## src/rtl/csr_access_seq_pkg.sv

```systemverilog
// Shared types and constants for the CSR access sequencer: FSM encoding,
// Zicsr funct3 codes, well-known CSR addresses and the read-only address predicate.
package csr_access_seq_pkg;

  typedef enum logic [1:0] {
    IDLE  = 2'd0,
    READ  = 2'd1,
    WRITE = 2'd2,
    RESP  = 2'd3
  } csr_state_e;

  localparam logic [2:0] CSRRW  = 3'b001;
  localparam logic [2:0] CSRRS  = 3'b010;
  localparam logic [2:0] CSRRC  = 3'b011;
  localparam logic [2:0] CSRRWI = 3'b101;
  localparam logic [2:0] CSRRSI = 3'b110;
  localparam logic [2:0] CSRRCI = 3'b111;

  localparam logic [11:0] CSR_CYCLE  = 12'hC00;
  localparam logic [11:0] CSR_CYCLEH = 12'hC80;

  // Addresses with [11:10]==2'b11 are the architecturally read-only space.
  function automatic logic is_ro_addr(input logic [11:0] addr);
    return addr[11:10] == 2'b11;
  endfunction

endpackage

```

## src/rtl/csr_wval_calc.sv

```systemverilog
// Combinational CSR write-value calculator: new value and write enable from funct3/old/operand.
// No state, no latency; usable from any CSR path, sequenced or pipelined.
module csr_wval_calc
  import csr_access_seq_pkg::*;
#(
  parameter int XLEN = 32
) (
  input  logic [2:0]      funct3,
  input  logic [XLEN-1:0] old_val,
  input  logic [XLEN-1:0] operand,
  input  logic            src_zero,
  output logic [XLEN-1:0] wdata,
  output logic            wr_en,
  output logic            f3_illegal
);

  always_comb begin
    wdata      = old_val;
    wr_en      = 1'b0;
    f3_illegal = 1'b0;
    // funct3[2] only selects the operand source, so decode on the low bits.
    unique case (funct3[1:0])
      2'b01: begin
        wdata = operand;
        wr_en = 1'b1;
      end
      2'b10: begin
        wdata = old_val | operand;
        wr_en = ~src_zero;
      end
      2'b11: begin
        wdata = old_val & ~operand;
        wr_en = ~src_zero;
      end
      default: f3_illegal = 1'b1;
    endcase
  end

endmodule

```

## src/rtl/csr_access_seq.sv

```systemverilog
// Zicsr initiator: accept one request, read the CSR, optionally write it, return the old value.
// Optional macro CSR_RO_CHECK_EN flags writes to the read-only CSR space as illegal.
module csr_access_seq
  import csr_access_seq_pkg::*;
#(
  parameter int XLEN   = 32,
  parameter int CSR_AW = 12
) (
  input  logic              clk_i,
  input  logic              rst_ni,
  input  logic              req_valid_i,
  output logic              req_ready_o,
  input  logic [2:0]        req_funct3_i,
  input  logic [CSR_AW-1:0] req_addr_i,
  input  logic [XLEN-1:0]   req_rs1_data_i,
  input  logic [4:0]        req_rs1_idx_i,
  output logic              rsp_valid_o,
  input  logic              rsp_ready_i,
  output logic [XLEN-1:0]   rsp_rdata_o,
  output logic              rsp_illegal_o,
  output logic [CSR_AW-1:0] csr_addr_o,
  input  logic [XLEN-1:0]   csr_rdata_i,
  output logic [XLEN-1:0]   csr_wdata_o,
  output logic              csr_we_o
);

  csr_state_e        state_q, state_d;
  logic [2:0]        funct3_q;
  logic [CSR_AW-1:0] addr_q;
  logic [XLEN-1:0]   operand_q;
  logic [4:0]        rs1_idx_q;
  logic [XLEN-1:0]   old_q;
  logic [XLEN-1:0]   wdata_q;
  logic              illegal_q;

  logic [XLEN-1:0]   calc_wdata;
  logic              calc_wr_en;
  logic              calc_f3_illegal;
  logic              illegal_c;
  logic              wr_en_c;

  csr_wval_calc #(.XLEN(XLEN)) u_wval_calc (
    .funct3     (funct3_q),
    .old_val    (csr_rdata_i),
    .operand    (operand_q),
    .src_zero   (rs1_idx_q == 5'd0),
    .wdata      (calc_wdata),
    .wr_en      (calc_wr_en),
    .f3_illegal (calc_f3_illegal)
  );

`ifdef CSR_RO_CHECK_EN
  assign illegal_c = calc_f3_illegal | (is_ro_addr(addr_q[11:0]) & calc_wr_en);
`else
  assign illegal_c = calc_f3_illegal;
`endif
  assign wr_en_c = calc_wr_en & ~illegal_c;

  always_ff @(posedge clk_i or negedge rst_ni) begin
    if (!rst_ni) begin
      state_q <= IDLE;
    end else begin
      state_q <= state_d;
    end
  end

  always_comb begin
    state_d = state_q;
    unique case (state_q)
      IDLE:    if (req_valid_i) state_d = READ;
      READ:    state_d = wr_en_c ? WRITE : RESP;
      WRITE:   state_d = RESP;
      RESP:    if (rsp_ready_i) state_d = IDLE;
      default: state_d = IDLE;
    endcase
  end

  always_ff @(posedge clk_i or negedge rst_ni) begin
    if (!rst_ni) begin
      funct3_q  <= '0;
      addr_q    <= '0;
      operand_q <= '0;
      rs1_idx_q <= '0;
      old_q     <= '0;
      wdata_q   <= '0;
      illegal_q <= 1'b0;
    end else begin
      if (state_q == IDLE && req_valid_i) begin
        funct3_q  <= req_funct3_i;
        addr_q    <= req_addr_i;
        operand_q <= req_funct3_i[2] ? {{(XLEN-5){1'b0}}, req_rs1_idx_i} : req_rs1_data_i;
        rs1_idx_q <= req_rs1_idx_i;
      end
      if (state_q == READ) begin
        old_q     <= csr_rdata_i;
        wdata_q   <= calc_wdata;
        illegal_q <= illegal_c;
      end
    end
  end

  // Strobe and handshakes decode straight from the async-reset state, so they drop with reset.
  assign req_ready_o   = (state_q == IDLE);
  assign rsp_valid_o   = (state_q == RESP);
  assign csr_we_o      = (state_q == WRITE);
  assign rsp_illegal_o = (state_q == RESP) & illegal_q;
  assign rsp_rdata_o   = old_q;
  assign csr_addr_o    = addr_q;
  assign csr_wdata_o   = wdata_q;

endmodule

```

## config.mk

```make
export PLATFORM = sky130hd
export DESIGN_NAME = csr_access_seq
export DESIGN_NICKNAME = d
export VERILOG_FILES = /design/src/rtl/csr_access_seq_pkg.sv /design/src/rtl/csr_wval_calc.sv /design/src/rtl/csr_access_seq.sv
export SDC_FILE = /design/constraint.sdc
export NUM_CORES = 1
export LEC_CHECK = 0
export CAP_MARGIN = 10
export CORE_MARGIN = 2
export CORE_UTILIZATION = 47
export DETAILED_ROUTE_END_ITERATION = 16
export PLACE_DENSITY = 0.77
export REMOVE_ABC_BUFFERS = 1
export SLEW_MARGIN = 10
export SYNTH_ARGS = -nofsm -noshare
export SYNTH_HDL_FRONTEND = slang
export SYNTH_SLANG_ARGS = --single-unit
```

## constraint.sdc

```tcl
create_clock -name clk_i -period 2.1 [get_ports clk_i]
set_clock_uncertainty 0.2 [all_clocks]
set_input_delay 0.42 -clock clk_i [delete_from_list [all_inputs] [get_ports clk_i]]
set_output_delay 0.42 -clock clk_i [all_outputs]
set_load 0.01 [all_outputs]
```

---- Word-level counts from Yosys, hierarchy flattened ----
Index checks and enable logic that the tools add are counted.
word-level totals
  flip-flop bits (word level) ............. 118
  bits of input ports ..................... 88
  output and inout port bits .............. 80
  word-level logic and storage cells ...... 36
operators by class
  eq/ne operators ......................... 8
  muxes and demuxes ....................... 8
  bitwise logic cells ..................... 6
  reduce and logical (&&, ||, !) cells .... 6
operator list
  kind                  count
  $pmux W32 S3          1
  $and A32 B32 Y32      1
  $mux W32              1
  $not A32 Y32          1
  $or A32 B32 Y32       1
  $eq A2 B2 Y1 const B  4
  $pmux W2 S4           1
  $logic_not A5 Y1      1
  $eq A2 B1 Y1 const B  2
  $mux W2               2
  $reduce_or A3 Y1      1
  $and A1 B1 Y1         2
  $logic_not A2 Y1      1
  $mux W1               2
  $ne A2 B1 Y1 const B  1
  $ne A2 B2 Y1 const B  1
  $pmux W1 S2           1
  $reduce_and A2 Y1     1
  $reduce_or A2 Y1      1
  $logic_and A1 B1 Y1   1
  $not A1 Y1            1

---- Longest topological paths before layout ----
  word-level depth ........................ 6
  depth in mapped cells ................... 7
  mapped depth without buffers ............ 5

---- Hierarchy ----
From an unflattened synthesis, not the netlist that was laid out.
second synthesis, totals
  cell total of the unflattened synthesis .. 483
  area total of the unflattened synthesis .. 5795.6 µm²
modules (own cells, without submodules)
  module          instances  cells an instance  area an instance (µm²)  seq. area each (µm²)
  csr_access_seq  1          339                4757.1                  2977.9
  csr_wval_calc   1          144                1038.5                  0.0

---- Worst setup path before layout ----
OpenSTA, ideal clock, no wires.
  kind .................................... register to register
  start point ............................. reg state_q[0]
  end point ............................... reg addr_q[10] (netlist: csr_addr_o[10])
  library setup time ...................... 0.125 ns
  data arrival time ....................... 1.521 ns
  required time ........................... 1.775 ns
  setup slack ............................. 0.254 ns
  cell stages (with the launch flop) ...... 7
  path buffers ............................ 2
  clock period less this slack ............ 1.846 ns
  cells stage by stage .................... dfrtp_1 > inv_1 > ha_1 > nand2_1 > buf_2 > buf_2 > mux2_2
on the way
  cells in the longest elaborated chain, start to end .. 2
ends and longest elaborated chain
  what                    RTL line              RTL
  start, declared         csr_access_seq.sv:27  csr_state_e state_q, state_d;
  start signal, assigned  csr_access_seq.sv:63  state_q <= state_d;
  $logic_not A2 Y1        n/a
  via req_ready_o         csr_access_seq.sv:12  output logic req_ready_o,
  $logic_and A1 B1 Y1     csr_access_seq.sv:88  if (state_q == IDLE && req_valid_i) begin
  end signal, assigned    csr_access_seq.sv:90  addr_q <= req_addr_i;
  end, declared           csr_access_seq.sv:29  logic [CSR_AW-1:0] addr_q;
The timed path passes the listed nets, and every way through them passes these cells.
A chain may end at the register's enable or synchronous reset.

---- Final worst setup path ----
  start point ............................. reg state_q[1]
  end point ............................... out csr_we_o
on the way
  cells in the longest elaborated chain, start to end .. 1
ends and longest elaborated chain
  what           RTL line               RTL
  $eq A2 B2 Y1   csr_access_seq.sv:105  assign csr_we_o = (state_q == WRITE);
  end, declared  csr_access_seq.sv:24   output logic csr_we_o
No other way between the ends.

==> impl_summary.md <==
Setup path
The largest driver fanout on the critical path is 4. The type of the worst setup path is flop to output pin. The largest stage delay on the critical path is ~0.4 ns.

The critical path goes through buf_4, ha_1, dlygate4sd2_1. Setup slack on the worst reg-to-reg path comes out at 0.11 ns. In this run the critical register-to-register path is captured at state_q[0]. Counting cells, the worst reg-to-reg path comes to 7.

The startpoint identified for the worst register-to-register timing path is state_q[1]. The worst setup path is launched from a flop. Data on the critical path is required at its endpoint by 1.48 ns. The kind of end point of the critical path is an output pin. The data arrival time at the worst-slack endpoint is 1.42 ns.

The slowest cell on the critical path is sky130_fd_sc_hd__dfrtp_1.

Timing
The smallest clock period supported by the final layout is computed as 2.04 ns. The max-slew violation count is 0. Across all hold checks on the routed design, the worst slack comes to 0.276 ns. For the pin with the worst max-slew slack, the measured transition is 0.437 ns. Measured against its own limit, the worst slew margin works out to 70.8%.

The share of the clock period used by the worst path after layout is 97.3%. Based on the critical path, the design can be clocked at up to 489 MHz. The final count of hold timing violations is 0. The final number of setup-violating endpoints is 0.

Outcome
The flow ran to the end, and the final reports show no timing, DRC or antenna violations.

Routing
Using the TritonRoute via totals, the vias-per-cell ratio works out to about 5.6. The number of iterations in the first detailed-routing pass is 4. After detailed routing, the number of remaining DRC violations is 0.

The count of nets left with antenna violations once routing finished came out at 0. The detailed router placed 4514 vias in this run. For this block, the initial DRC count from the detailed router was 293.

The average detailed-routed wire length per instance is 17.8 um. The final layout contains routed wiring with a total length of approximately 14000 um.

Pwr
The share of total power dissipated in combinational logic is 43.6%. Dividing total power by cell area gives a power density of 1620 nW/um2. The net switching power is between 4 and 5 mW.

The internal portion of the total power is between 8 and 9 mW. Registers are responsible for a little under a third of the overall power. For this design the static power due to leakage is roughly 3.5 nW. Net switching is 33.1% of the power.

The part of the power in the clock network is roughly 25%. VDD sags by at most between 0.8 and 0.9 mV.

GRT
Global routing used between 20% and 30% of the available tracks across all layers. The via count of the first global-routing pass is ~4800. The number of antenna violations at the first check in global routing is 0.

The pin count of the biggest net entering global routing is 65. For this run the aggregate overflow at the end of global routing stands at 0. The wire length of the first global-routing pass is 23500 um.

Synthesis
After synthesis, the share of flip-flops with an asynchronous set or reset is 100%. The largest area contributor in the synthesized netlist is sky130_fd_sc_hd__dfrtp_1. Yosys attributes the largest share of cell area to sky130_fd_sc_hd__dfrtp_1, sky130_fd_sc_hd__mux2_2, sky130_fd_sc_hd__o21ai_0.

Of the synthesized area, sequential elements account for 53.1%. Yosys instantiated no cell more often than sky130_fd_sc_hd__dfrtp_1. The cell count after synthesis is ~490. The number of warnings issued by yosys is 0. A synthesized cell averages 11.4 um2. In this run, synthesis produced a sequential element count of 118. Counting flops with a built-in enable in the synthesized netlist gives 0. The main flop type after synthesis is sky130_fd_sc_hd__dfrtp_1. Summing every instance area after synthesis gives 5560 um2. Counting distinct cell types in the post-synthesis netlist gives 26.

The synthesized design devotes to its leading area cell type between 50% and 60% of total area. By count the netlist is led by sky130_fd_sc_hd__dfrtp_1, sky130_fd_sc_hd__o21ai_0, sky130_fd_sc_hd__mux2_2.

Cells and area
The filler cells instantiated in the layout total around 800. The fraction of final layout cells sized beyond drive strength 1 is 16.7%. The synthesis-to-finish area growth is 46.3%.

After the last flow step, the layout net total stands at roughly 740. The final standard cell count with taps included and fillers excluded is 807. The number of diodes is 0.

The cell area after layout is 8130 um2.

Die
The vertical die dimension is 113 um. The core region is 11500 um2. In this run the horizontal extent of the chip is 113 um. In this run the core area contains 39 standard-cell rows. The effective utilization at floorplan is roughly half. The number of placed I/O pins is 168.

The die area is roughly 13000 um2.

Clock tree
The H-tree was split into 4 levels. The later-pin clock latency in the skew report is 0.41 ns. For this design, the sink count on the clock tree is 118. The clock-pin slew on the worst setup and hold paths is around 0.05 ns.

Buffers inserted during clock tree synthesis total 17. The cell at the root of the clock tree is sky130_fd_sc_hd__clkbuf_16. The CTS tree is yes. Counting along the longest clock path gives a buffer depth of 2.

Hold path
The path class of the tightest hold or removal check is flop to flop. In this run the most critical hold path is launched from illegal_q. Counting instances, the worst hold path has a depth of 1. For hold timing, the worst endpoint is illegal_q.

Job
The max-cap check violation count is 0.

Placement
The standard cell area after detailed placement is between 7000 and 8000 um2. The routability congestion estimate from global placement is 0.727. The count of buffers added on input and output ports is between 150 and 200.

In this run, placement finished with an instance count of 771. Summed over all nets, the half-perimeter wirelength after detailed placement is 9460 um.
==> cell type report <==
type                    count  area (um2)  area share, %
flip-flops and latches    118        2960           36.4
multi-input cells         324        2380           29.3
clock inverters            13         229           2.82
repair buffers            185        1940           23.8
inverters                   5        18.8          0.231
clock buffers              19         433           5.32
well taps                 143         179           2.20
==> worst max-delay path: cells and delay by family (launching register included) <==
family     cells  cell delay (ns)
flops          1             0.41
fa+ha+maj      1             0.17
buf+inv        2             0.44
==> metal layers <==
metal | vias up | global-route usage [%] | share of wire (%)
li1 | 2111 | - | -
met1 | 2227 | 29.4 | 40
met5 | - | 0 | 0
met2 | 159 | 37.8 | 51
met4 | 0 | 6.50 | 1.3
met3 | 17 | 8.03 | 7.2
==> how the worst max path moves through the flow <==
stage	start	endpoint	slack, ns	cells past startpoint
6_report	state_q[1]	csr_we_o	0.06	3
3_5_place_dp	state_q[0]	req_ready_o	0.1	3
2_1_floorplan	state_q[1]	csr_wdata_o[0]	-1.09	4
4_1_cts	state_q[1]	req_ready_o	0.005	4
5_1_grt	state_q[1]	state_q[0]	-0.0001	7
3_3_place_gp	state_q[0]	req_ready_o	0.16	3
==> registers in the layout, summed over array words and instances, names as in the netlist <==
register     flops
rsp_rdata_o     32
operand_q       32
funct3_q         2
csr_addr_o      12
state_q          2
csr_wdata_o     32
illegal_q        1
rs1_idx_q        5
==> metrics by stage <==
step | setup slack [ns] | power (mW) | utilization, % | TNS (ns)
4_1_cts | 0.00457 | 13.3 | 70.9 | 0
2_1_floorplan | -1.09 | 7.06 | - | -78.18
6_report | 0.0564 | 13.2 | 70.9 | 0
5_1_grt | -0.000133 | 14.0 | 70.9 | -0.000133
3_3_place_gp | 0.159 | 9.56 | 64.7 | 0
3_5_place_dp | 0.0980 | 9.87 | 64.7 | 0
==> cell usage in the layout, fill, tap and decap left out, types with 3 or more instances in the layout <==
cell type	n
sky130_fd_sc_hd__buf_4	7
sky130_fd_sc_hd__nand2_1	32
sky130_fd_sc_hd__o21ai_0	64
sky130_fd_sc_hd__a211o_1	32
sky130_fd_sc_hd__clkbuf_16	17
sky130_fd_sc_hd__dfrtp_1	115
sky130_fd_sc_hd__clkdlybuf4s50_1	162
sky130_fd_sc_hd__nand2b_1	27
sky130_fd_sc_hd__inv_1	3
sky130_fd_sc_hd__clkinvlp_4	4
sky130_fd_sc_hd__mux2_2	52
sky130_fd_sc_hd__dfrtp_2	3
sky130_fd_sc_hd__mux2i_1	5
sky130_fd_sc_hd__buf_12	11
sky130_fd_sc_hd__a22o_1	33
sky130_fd_sc_hd__nor2b_1	32
sky130_fd_sc_hd__bufinv_16	6
sky130_fd_sc_hd__a31oi_1	32
==> power groups by stage <==
stage | Clock (mW) | Sequential (mW) | Combinational (mW)
CTS | 3.32 | 4.16 | 5.80
global route | 3.42 | 4.32 | 6.22
floorplan | 0 | 4.67 | 2.39
global placement | 0 | 4.10 | 5.45
finish | 3.27 | 4.16 | 5.74
detailed placement | 0 | 4.19 | 5.68
==> kinds of logic after synthesis <==
group | Yosys count | share of synthesized area [%]
compound gates | 165 | 20.2
fa+ha+maj | 5 | 1.13
flops | 118 | 53.1
simple gates | 97 | 9.55
buf+inv | 45 | 4.59
mux | 57 | 11.4
==> timing repair <==
item                                   in CTS  in global routing
endpoints found under the hold margin      27                  0
setup endpoints to repair                   4                  2
pin swaps                                   1                  0
setup buffers                               3                  0
hold buffers                                1                  0
gates resized for setup                    11                  3
No activity file was read; power rests on OpenSTA's default activity.
